`src/rtl/bin_to_gray.sv`:
```
// Registered binary-to-reflected-Gray converter with one cycle of latency.
// Define BIN2GRAY_DECODE_EN to add the registered Gray-to-binary self-check outputs.
module bin_to_gray #(
  parameter int WIDTH = 4
) (
  input  logic             CLK,
  input  logic             RST_N,
  input  logic             IN_VALID,
  input  logic [WIDTH-1:0] BIN,
  output logic             OUT_VALID,
  output logic [WIDTH-1:0] GRAY
`ifdef BIN2GRAY_DECODE_EN
  ,
  output logic [WIDTH-1:0] BIN_CHK,
  output logic             CHK_ERR
`endif
);

  function automatic logic [WIDTH-1:0] to_gray(input logic [WIDTH-1:0] b);
    return b ^ (b >> 1);
  endfunction

  logic [WIDTH-1:0] gray_next;
  logic [WIDTH-1:0] gray_p0;
  logic             vld_p0;

  assign gray_next = to_gray(BIN);

  // Stage 0: capture the converted word; GRAY holds while IN_VALID is low
  always_ff @(posedge CLK or negedge RST_N) begin
    if (!RST_N) begin
      gray_p0 <= '0;
      vld_p0  <= 1'b0;
    end else begin
      vld_p0 <= IN_VALID;
      if (IN_VALID) begin
        gray_p0 <= gray_next;
      end
    end
  end

  assign GRAY      = gray_p0;
  assign OUT_VALID = vld_p0;

`ifdef BIN2GRAY_DECODE_EN
  // Prefix XOR from the MSB down recovers the binary word from its Gray code.
  function automatic logic [WIDTH-1:0] to_bin(input logic [WIDTH-1:0] g);
    logic [WIDTH-1:0] b;
    b[WIDTH-1] = g[WIDTH-1];
    for (int i = WIDTH - 2; i >= 0; i--) begin
      b[i] = b[i+1] ^ g[i];
    end
    return b;
  endfunction

  logic [WIDTH-1:0] bin_chk_next;
  logic [WIDTH-1:0] bin_chk_p0;
  logic             chk_err_p0;

  assign bin_chk_next = to_bin(gray_next);

  // Stage 0: decode registered alongside GRAY so the check lines up with it
  always_ff @(posedge CLK or negedge RST_N) begin
    if (!RST_N) begin
      bin_chk_p0 <= '0;
      chk_err_p0 <= 1'b0;
    end else begin
      chk_err_p0 <= IN_VALID && (bin_chk_next != BIN);
      if (IN_VALID) begin
        bin_chk_p0 <= bin_chk_next;
      end
    end
  end

  assign BIN_CHK = bin_chk_p0;
  assign CHK_ERR = chk_err_p0;
`endif

endmodule

```
`config.mk`:
```
export PLATFORM = sky130hd
export DESIGN_NAME = bin_to_gray
export DESIGN_NICKNAME = d
export VERILOG_FILES = /design/src/rtl/bin_to_gray.sv
export SDC_FILE = /design/constraint.sdc
export NUM_CORES = 1
export LEC_CHECK = 0
export CAP_MARGIN = 25
export CORE_AREA = 4 4 41 43
export CTS_CLUSTER_DIAMETER = 100
export DETAILED_ROUTE_END_ITERATION = 10
export DIE_AREA = 0 0 45 47
export GPL_ROUTABILITY_DRIVEN = 0
export GPL_TIMING_DRIVEN = 0
export PLACE_DENSITY = 0.38
export SYNTH_ARGS = -nofsm -noshare
export SYNTH_HDL_FRONTEND = slang
export SYNTH_SLANG_ARGS = --single-unit
```
`constraint.sdc`:
```
create_clock -name CLK -period 2.55 [get_ports CLK]
set_clock_uncertainty 0.15 [all_clocks]
set_input_delay 0.3825 -clock CLK [delete_from_list [all_inputs] [get_ports CLK]]
set_output_delay 0.3825 -clock CLK [all_outputs]
set_load 0.02 [all_outputs]
```
---- After elaboration in Yosys (flattened, before gate mapping) ----
Index checks and enable logic that the tools add are counted.
cells by class
  bitwise operators ....................... 1
operators with widths
  kind           number
  $xor A4 B3 Y4  1
word-level totals
  register bits ........................... 5

---- Longest topological paths before layout ----
Gate-level depths: netlist (run 1).
  depth after elaboration ................. 1
  mapped depth ............................ 2
  depth with buffers taken out ............ 2

---- Least setup slack after synthesis (run 1) ----
OpenSTA, ideal clock, no wires.
  path type ............................... reg-to-reg
  start ................................... register, netlist name GRAY[3]
  end ..................................... register gray_p0[3], in the netlist GRAY[3]
  data arrival time ....................... 710 ps
  stages on the path, launching flop included .. 2
  period minus slack after synthesis ...... 985 ps
  setup slack ............................. 1565 ps
  path through ............................ dfrtp_1 mux2_4
RTL lines
  item                    line  RTL
  end signal: assignment  37    gray_p0 <= gray_next;
  end: declaration        24    logic [WIDTH-1:0] gray_p0;

---- Worst setup path after layout (run 1) ----
  start ................................... register gray_p0[1], in the netlist GRAY[1]
  end ..................................... output port GRAY[1]
RTL lines
  item              line  RTL
  end: declaration  11    output logic [WIDTH-1:0] GRAY
No word-level cell between the ends.

==> implementation parameters, run 1 <==
Parameter                              Value

Status
  Result of the run ... finished clean

Placement
  Cell area reported after detailed placement ... 322 um2
  Number of buffers inserted by port buffering ... 11

Clock network
  Source-to-sink clock delay at the later pin of the worst-skew pair ... 240 ps
  Number of buffers inserted by post-CTS setup repair ... 0
  Total number of clock tree sinks ... 5
  CTS H-tree depth ... 1
  Clock slew at the register clock pins of the worst setup and hold paths ... 40 ps
  Root buffer cell ... clkbuf_4
  Hold bufs inserted after CTS ... 0
  CTS tree ... done
  Clock Tree Buf Depth ... 2
  Number of instances resized during post-cts repair ... 0
  Cts bufs inserted ... 3

Logic synthesis
  Post-synthesis share of cell area spent on full adders, half adders and majority gates ... 0%
  Gate Count Post-Synth ... 15
  Flops & latches, synth ... 5
  Dominant combinational cell family by area after synthesis ... XOR/XNOR gates
  Share of synthesized area spent on multiplexers ... 7.79%
  Leading cell types by total area after synthesis ... dfrtp_1, xnor2_1, a21oi_1
  EDFF count, synth ... 0
  Number of warnings issued by yosys ... 0
  Simple logic cell fraction of the synthesized area ... 5.84%
  Sequential share of the synthesized area ... between 60% and 70%
  Xor/xnor cell area share of the yosys netlist ... around 14%
  Mapped Avg Cell Area ... 12.8 um2
  Synthesized netlist net count ... 22
  Fraction of synthesized cell area taken by the top area cell type ... 64.9%
  Largest area contributor in the synthesized netlist ... dfrtp_1
  Compound-gate portion of the synthesized area ... under 10%
  Number of unique standard cell types used by synthesis ... 5
  Async SR Flop Fraction ... 100%
  Netlist area before placement ... 193 um2
  Most used flip-flop cell after synthesis ... dfrtp_1
  Most common cell in the netlist ... dfrtp_1
  Commonest cells in the synthesized netlist ... dfrtp_1, a21oi_1, nor2_1, xnor2_1, mux2_4

STA
  Post-route setup TNS ... 0 ps
  Time the worst path needs with I/O delays and setup ... 1730 ps
  Headroom to the max-slew limit ... 80.6%
  Worst-case hold slack ... 206 ps
  Final setup vio count ... 0
  RSZ-0062 raised after global routing ... false
  Measured slew at the worst slew-check pin ... 290 ps
  Achievable Freq ... 0.578 GHz
  Share of the clock period used by the worst path after layout ... 67.9%
  Count of final hold-check violations ... 0
  Slew Viols, Final ... 0

Global routing
  Maximum number of pins on one net before global-route repair ... 9
  Via count of the first global-routing pass ... 196
  Global-route wire length before repair ... between 800 and 900 um
  Global Route Usage Sum ... 6.52%
  Remaining global-route overflow ... 0
  Number of antenna violations at the first check in global routing ... 0

Pwr
  Power density over the cells ... slightly below 700 mW/mm2
  Peak supply drop ... roughly 220 uV
  Total power of the final layout ... between 200 and 250 uW
  Leakage dissipation ... 0.139 nW

Setup path
  Critical path fanouts, max ... 2
  Origin of the worst setup path ... GRAY[1]$_DFFE_PN0P_
  Kind of launch point of the worst setup path ... flip-flop
  Chain of cells forming the critical path ... clkdlybuf4s50_1
  Type of element capturing the critical path ... output pin
  Critical path's largest stage delay ... 610 ps
  Worst reg2reg startpoint ... GRAY[3]$_DFFE_PN0P_
  Critical path required time ... 2020 ps
  Worst reg-to-reg setup slack ... 1640 ps
  Arrival time of data at the critical path endpoint ... ~1200 ps
  End of the worst register-to-register path ... GRAY[3]$_DFFE_PN0P_
  Top Family by Delay on Critical Path ... buffers and inverters
  Critical path class ... flip-flop to output pin
  Count of buffer and inverter cells on the critical path ... 1
  Reg2Reg Depth ... 1
  Cell with the biggest individual delay on the critical path ... clkdlybuf4s50_1

Floorplanning
  DIE WIDTH ... 45 um
  Die Ht ... 47 um
  Die area ... approximately 0.0021 mm2
  Cell row count ... 13
  Initial Utilization ... 14.8%
  I/O pins ... 12
  Core box area ... 0.00130 mm2

Detailed routing
  Total number of vias ... 168
  Remaining routing DRC violations ... 0
  Via-per-instance ratio ... 3.73
  Post-detailed-route count of antenna-violating nets ... 0
  Routed wire length ... 463 um
  First-pass DRT Iterations ... 2
  Mean routed wirelength per cell ... 10.3 um
  Violation count after the first detailed-routing iteration ... 4

Finish
  Area growth syn-to-layout ... 80.5%
  Ratio of cells with drive above 1 in the final layout ... 13.3%
  Post-Layout Inst Area ... roughly 350 um2
  Antenna fix cells ... 0
  Number of nets in the layout ... 38

Run
  Max-cap violations ... 0

Hold path
  Type of the worst min-delay path ... input port to async pin
## layer usage
metal / track usage, % / share of wire [%] / up-vias
met5: 0 / 0 / -
met4: 8.77 / 3.7 / 0
met3: 5.75 / 14 / 2
met2: 9.04 / 40 / 11
met1: 4.63 / 42 / 75
li1: - / - / 80
## where the power goes
| part | internal [mW] | leakage, nW | switching (mW) |
|---|---|---|---|
| combinational | 0.0295 | 0.0676 | 0.0235 |
| sequential | 0.0878 | 0.0568 | 0.00423 |
| clock | 0.0592 | 0.0150 | 0.0334 |
## final cells by class
| cell class | count | area [um2] |
|---|---|---|
| multi-input combinational | 10 | 67.6 |
| sequential | 5 | 125 |
| fill | 151 | 953 |
| timing repair buffer | 11 | 110 |
| tap | 15 | 18.8 |
| clock buffer | 4 | 26.3 |
## sequential cells by signal, indices dropped and copies added, names as in the netlist
name	count
GRAY	4
OUT_VALID	1
## cells by family (layout without fill, tap and decap cells)
family | after synthesis | count (layout)
compound gates | 3 | 3
xor+xnor | 3 | 3
buf+inv | 0 | 15
flops | 5 | 5
mux | 1 | 1
simple gates | 3 | 3
## cells in the final DEF (no fill, tap or decap), drive strengths merged
cell | synthesis | final
a21oi | 3 | 3
clkbuf | 0 | 4
clkdlybuf4s50 | 0 | 11
dfrtp | 5 | 5
mux2 | 1 | 1
nor2 | 3 | 3
xnor2 | 3 | 3
## how the worst max path moves through the flow
stage          slack, ps  depth (start not counted)                   to
2_1_floorplan       1570                          1  GRAY[3]$_DFFE_PN0P_
3_3_place_gp         930                          2  GRAY[3]$_DFFE_PN0P_
3_5_place_dp         920                          2  GRAY[3]$_DFFE_PN0P_
4_1_cts              800                          1              GRAY[3]
5_1_grt              760                          1              GRAY[0]
6_report             820                          1              GRAY[1]
## metrics by stage
step	util, %	worst slack (ps)	std cells
after floorplan	-	1570	15
after global placement	24.7	928	41
after detailed placement	24.7	920	41
after CTS	26.7	801	45
after global routing	26.7	759	45
final	26.7	819	45
(Power assumes the default switching activity.)
==> run 2, diff against run 1 <==
==> constraint.sdc (replaced) <==
create_clock -name CLK -period 1.7 [get_ports CLK]
set_clock_uncertainty 0.15 [all_clocks]
set_input_delay 0.255 -clock CLK [delete_from_list [all_inputs] [get_ports CLK]]
set_output_delay 0.255 -clock CLK [all_outputs]
set_load 0.02 [all_outputs]
==> results of run 2 <==
Same layout as run 1 (identical final DEF). Status: finished clean.
Main changes from that run: setup slack after placement 920 ps -> 197 ps; setup slack after layout 819 ps -> 96.8 ps; hold slack 206 ps -> 78.6 ps; register-to-register setup slack 1640 ps -> 790 ps; total power 0.238 mW -> 0.356 mW; worst IR drop on VDD 218 uV -> 328 uV
